==> config.mk <==
export PLATFORM = sky130hd
export DESIGN_NAME = encode
export DESIGN_NICKNAME = d
export VERILOG_FILES = /design/src/rtl/encode.sv
export SDC_FILE = /design/constraint.sdc
export NUM_CORES = 1
export LEC_CHECK = 0
export CAP_MARGIN = 25
export CELL_PAD_IN_SITES_DETAIL_PLACEMENT = 1
export CELL_PAD_IN_SITES_GLOBAL_PLACEMENT = 1
export CORE_AREA = 2 2 39 41
export DETAILED_ROUTE_END_ITERATION = 12
export DIE_AREA = 0 0 41 43
export GPL_ROUTABILITY_DRIVEN = 0
export PLACE_DENSITY = 0.56
export SYNTH_ARGS = -nofsm -noshare
export SYNTH_HDL_FRONTEND = slang
export SYNTH_SLANG_ARGS = --single-unit
==> constraint.sdc <==
create_clock -name clk -period 1.3 [get_ports clk]
set_input_delay 0.13 -clock clk [delete_from_list [all_inputs] [get_ports clk]]
set_output_delay 0.13 -clock clk [all_outputs]
set_load 0.02 [all_outputs]
==> src/rtl/encode.sv <==
// Generator-matrix encoder slice: one codeword bit as the GF(2) inner product
// of an information word and one generator column, registered with 1-cycle latency.
module encode #(
    parameter int unsigned K = 6
) (
    input  logic         clk,
    input  logic         rst,
    input  logic         in_valid,
    input  logic [K-1:0] info_bits,
    input  logic [K-1:0] generator_col,
    output logic         code_bit,
    output logic         out_valid
);

    logic [K-1:0] product;
    logic         code_bit_next;

    // Reduction XOR maps to a balanced tree of depth ceil(log2 K); no pipelining.
    always_comb begin
        product       = info_bits & generator_col;
        code_bit_next = ^product;
    end

    always_ff @(posedge clk) begin
        if (rst) begin
            code_bit  <= 1'b0;
            out_valid <= 1'b0;
        end else begin
            out_valid <= in_valid;
            if (in_valid) begin
                code_bit <= code_bit_next;
            end
        end
    end

endmodule

---- After elaboration in Yosys (flattened, before gate mapping) ----
Index checks and enable logic that the tools add are counted.
storage, ports and cells
  flip-flop bits (word level) ............. 2
  input bits .............................. 15
operators by class
  bitwise operators ....................... 1
  reductions and logical operators ........ 1
operator list
  operator      count
  6-bit AND     1
  6-bit parity  1

---- Depth between registers and ports, before layout ----
  word-level depth ........................ 2
  gate-level depth with buffers ........... 4

---- Worst setup path after synthesis ----
Ideal clock, no wire load.
  path kind ............................... input -> register
  start point ............................. input info_bits[0]
  end point ............................... register code_bit
  library setup time ...................... 0.079 ns
  arrival ................................. 0.923 ns
  data required time ...................... 1.221 ns
  slack ................................... 0.298 ns
  stages .................................. 4
  path buffers ............................ 0
  cell sequence ........................... nand2_1 -> xor2_1 -> xnor3_1 -> a211oi_2
on the way
  cells in the longest elaborated chain, start to end .. 2
RTL lines
  element               line  RTL
  from (decl)           9     input logic [K-1:0] info_bits,
  6-bit AND             20    product = info_bits & generator_col;
  6-bit parity          21    code_bit_next = ^product;
  to (signal assigned)  31    code_bit <= code_bit_next;
  to (decl)             11    output logic code_bit,
No other way between the ends.
A chain may end at the register's enable or synchronous reset.

---- Worst setup path after layout ----
  start point ............................. register out_valid
  end point ............................... output out_valid
RTL lines
  element                 line  RTL
  from (decl)             12    output logic out_valid
  from (signal assigned)  29    out_valid <= in_valid;
No word-level cell between the ends.

==> results <==
==> flip-flops by register name (all words and copies together) (netlist names) <==
name	cells
code_bit	1
out_valid	1
==> worst max-delay path by stage <==
stage	from	end	cells past startpoint
4_1_cts	info_bits[4]	code_bit	5
3_5_place_dp	info_bits[1]	code_bit	5
3_3_place_gp	info_bits[1]	code_bit	5
2_1_floorplan	info_bits[0]	code_bit	4
6_report	out_valid	out_valid	1
5_1_grt	out_valid	out_valid	1
==> metrics by stage <==
| stage | cells | instance area, um2 | setup TNS [ns] |
|---|---|---|---|
| finish | 50 | 350 | 0 |
| detailed placement | 47 | 324 | -0.278 |
| floorplan | 15 | 144 | 0 |
| CTS | 50 | 340 | 0 |
| global placement | 47 | 324 | -0.207 |
| global route | 50 | 350 | 0 |
==> power by group through the flow <==
stage                     clock network [mW]  registers, mW  logic, mW
after floorplan                            0         0.0769     0.0409
after global placement                     0         0.0707      0.105
after detailed placement                   0         0.0712      0.108
after CTS                              0.142         0.0703      0.102
after global routing                   0.154         0.0706      0.106
final                                  0.133         0.0702     0.0972
==> cell usage after synthesis <==
cell	instances	area share (%)
sky130_fd_sc_hd__nand2_2	1	4.4
sky130_fd_sc_hd__dfxtp_1	2	28
sky130_fd_sc_hd__nand2_1	5	13
sky130_fd_sc_hd__nor2b_1	1	4.4
sky130_fd_sc_hd__xor2_1	1	6.1
sky130_fd_sc_hd__xnor2_2	1	11
sky130_fd_sc_hd__xnor3_1	1	16
sky130_fd_sc_hd__nor2_1	1	2.6
sky130_fd_sc_hd__a211oi_2	1	8.7
sky130_fd_sc_hd__xnor2_1	1	6.1
==> routing by layer <==
layer | global-route usage (%) | part of all wire [%] | vias to the layer above
li1 | - | - | 86
met1 | 9.29 | 49 | 65
met2 | 8.44 | 31 | 17
met3 | 6.81 | 19 | 0
met4 | 8.00 | 0 | 0
met5 | 0 | 0 | -
==> repair_timing <==
| item | 4_1_cts | 5_1_grt |
|---|---|---|
| endpoints found under the hold margin | 0 | 0 |
| pin swaps | 5 | 5 |
| setup endpoints to repair | 2 | 1 |
| gates resized for setup | 5 | 4 |
| buffers inserted | 0 | 0 |
==> cells by family after synthesis <==
group / Yosys count
AO/OA/AOI/OAI: 1
XOR/XNOR: 4
flip-flops: 2
AND/OR/NAND/NOR: 8
==> area by class of cell <==
type                    count  share of cell area (%)
multi-input cells          13                    29.6
clock buffers               3                    6.43
flip-flops and latches      2                    11.4
repair buffers             16                    46.8
well taps                  16                    5.71
==> impl_metrics.xml <==
<?xml version="1.0" encoding="UTF-8"?>
<metrics>
  <group name="die">
    <metric name="die_area" unit="mm2">0.00176</metric>
    <metric name="total_number_of_placement_rows" unit="">14</metric>
    <metric name="die_height" unit="um">43</metric>
    <metric name="fp.coreArea" unit="mm2">0.00138</metric>
    <metric name="io_pins" unit="">17</metric>
    <metric name="dieWidth" unit="um">41</metric>
    <metric name="initial_util" unit="%">10.4</metric>
  </group>
  <group name="setup_path">
    <metric name="class_of_the_most_critical_setup_path" unit="">flop to primary output</metric>
    <metric name="regToRegEndpoint" unit="">code_bit</metric>
    <metric name="critical_path.cell_chain" unit="">clkdlybuf4s50_1</metric>
    <metric name="worstReg2RegStart" unit="">code_bit</metric>
    <metric name="critPathMaxFanout" unit="">1</metric>
    <metric name="crit_path_top_delay_cell" unit="">sky130_fd_sc_hd__clkdlybuf4s50_1</metric>
    <metric name="rr_worst_depth" unit="">2</metric>
    <metric name="data_required_time_of_the_worst_path" unit="ns">1.17</metric>
    <metric name="critical_path_buf_inv_count" unit="">1</metric>
    <metric name="setup.reg_to_reg.worst_slack" unit="ns">0.62</metric>
    <metric name="critPathArrivalTime" unit="ns">1.10</metric>
    <metric name="setup.worst_path.start_class" unit="">flop</metric>
    <metric name="worst_path_largest_cell_delay" unit="ns">0.59</metric>
    <metric name="timing.critical_path.max_delay_family" unit="">buffers and inverters</metric>
    <metric name="crit_path_end_kind" unit="">primary output</metric>
  </group>
  <group name="cts">
    <metric name="cts_made_buffers" unit="">3</metric>
    <metric name="cts_max_path_buffers" unit="">2</metric>
    <metric name="number_of_hold_buffers_added_after_cts" unit="">0</metric>
    <metric name="tritoncts" unit="">done</metric>
    <metric name="cts.reportedPaths.clkPinSlew" unit="ns">0.03</metric>
    <metric name="cts_sinks" unit="">2</metric>
    <metric name="clk-insertion-delay-late" unit="ns">0.22</metric>
    <metric name="cts-root-buf" unit="">sky130_fd_sc_hd__clkbuf_4</metric>
    <metric name="h-tree-depth" unit="">1</metric>
  </group>
  <group name="power_and_ir_drop">
    <metric name="sequentialPowerShare" unit="%">23.4</metric>
    <metric name="p_leak" unit="nW">0.186</metric>
    <metric name="total_power" unit="uW">300</metric>
    <metric name="p_switching" unit="uW">67.6</metric>
    <metric name="pwr_density_cell" unit="mW/mm2">858</metric>
    <metric name="irDropWorstVdd" unit="mV">0.196</metric>
    <metric name="clock_power_share" unit="%">44.3</metric>
    <metric name="power.share.combinational" unit="%">32.3</metric>
    <metric name="netSwitchingFraction" unit="%">22.5</metric>
    <metric name="internal_power" unit="uW">233</metric>
  </group>
  <group name="synthesis">
    <metric name="count_of_warnings_emitted_by_yosys" unit="">0</metric>
    <metric name="syn-instance-count" unit="">15</metric>
    <metric name="synth.mux.area_fraction" unit="%">0</metric>
    <metric name="synthesized_area_fraction_occupied_by_adder_cells" unit="%">0</metric>
    <metric name="synth_top_family_by_area" unit="">XOR/XNOR gates</metric>
    <metric name="synth.cell_area" unit="um2">144</metric>
    <metric name="synth.ff_latch_count" unit="">2</metric>
    <metric name="synth_simple_gate_area_share" unit="%">24.3</metric>
    <metric name="share_of_the_synthesized_area_in_compound_gates_ao_oa_aoi_oai" unit="%">8.70</metric>
    <metric name="synth.net_count" unit="">30</metric>
    <metric name="synthDistinctLibCells" unit="">10</metric>
    <metric name="synth.avg_cell_area" unit="um2">9.59</metric>
    <metric name="seq_area_frac_synth" unit="%">27.8</metric>
    <metric name="yosys.area_share.xor_xnor" unit="%">39.1</metric>
  </group>
  <group name="route">
    <metric name="drc" unit="">0</metric>
    <metric name="routed_via_density" unit="">3.36</metric>
    <metric name="drt-pass1-iter-count" unit="">1</metric>
    <metric name="totalWireLength" unit="um">518</metric>
    <metric name="vias" unit="">168</metric>
    <metric name="routed_wire_length_per_instance" unit="um">10.4</metric>
    <metric name="route.antenna.remaining_nets" unit="">0</metric>
    <metric name="dr.first_iter.drc_count" unit="">0</metric>
  </group>
  <group name="sta">
    <metric name="hold-worst-slack" unit="ns">0.507</metric>
    <metric name="max_slew_margin" unit="%">85.8</metric>
    <metric name="timing_worst_slew_pin_value" unit="ns">0.212</metric>
    <metric name="rsz0062_at_grt" unit="">false</metric>
    <metric name="finalMaxSlewViolations" unit="">0</metric>
    <metric name="setup_slack" unit="ns">0.0677</metric>
    <metric name="report.final.setup_viol" unit="">0</metric>
    <metric name="min_period_over_period" unit="%">94.8</metric>
    <metric name="max_freq" unit="GHz">0.811</metric>
    <metric name="min_period" unit="ns">1.23</metric>
    <metric name="hold_violations" unit="">0</metric>
    <metric name="final_clock_skew" unit="ns">0</metric>
  </group>
  <group name="cells_and_area">
    <metric name="mostFrequentLayoutCells" unit="">sky130_fd_sc_hd__clkdlybuf4s50_1, sky130_fd_sc_hd__nand2_1, sky130_fd_sc_hd__dlygate4sd2_1</metric>
    <metric name="num-nets-final" unit="">51</metric>
    <metric name="multiInputGateArea" unit="um2">104</metric>
    <metric name="fillCellCount" unit="">168</metric>
    <metric name="mostFrequentLayoutCell" unit="">sky130_fd_sc_hd__clkdlybuf4s50_1</metric>
    <metric name="final_layout_size_suffix_gt1_share" unit="%">17.6</metric>
    <metric name="insertedDiodeCount" unit="">0</metric>
    <metric name="flow.area_growth_from_synthesis" unit="%">143</metric>
    <metric name="layout.area.seq" unit="um2">40.0</metric>
    <metric name="postLayoutCoreUtil" unit="%">25.3</metric>
  </group>
  <group name="grt">
    <metric name="grt_pass1_vias" unit="">209</metric>
    <metric name="wire_length_of_the_first_global_routing_pass" unit="um">807</metric>
    <metric name="maximum_number_of_pins_on_one_net_before_global_route_repair" unit="">4</metric>
    <metric name="globalRoute.totalOverflow" unit="">0</metric>
    <metric name="initial_antenna_violation_count" unit="">0</metric>
    <metric name="gr_usage_total" unit="%">8.12</metric>
  </group>
  <group name="min_path">
    <metric name="holdCritStartpoint" unit="">rst</metric>
    <metric name="hold_path.class" unit="">input port to flop</metric>
    <metric name="hold_path_depth" unit="">2</metric>
    <metric name="timing.hold.worst_endpoint" unit="">code_bit</metric>
  </group>
  <group name="placement">
    <metric name="io_buffers" unit="">16</metric>
    <metric name="preCtsSetupSlack" unit="ns">-0.278</metric>
  </group>
  <group name="outcome">
    <metric name="status" unit="">finished, final reports clean</metric>
  </group>
  <group name="run">
    <metric name="max_cap_viol_count" unit="">0</metric>
  </group>
</metrics>
(Power assumes the default switching activity.)
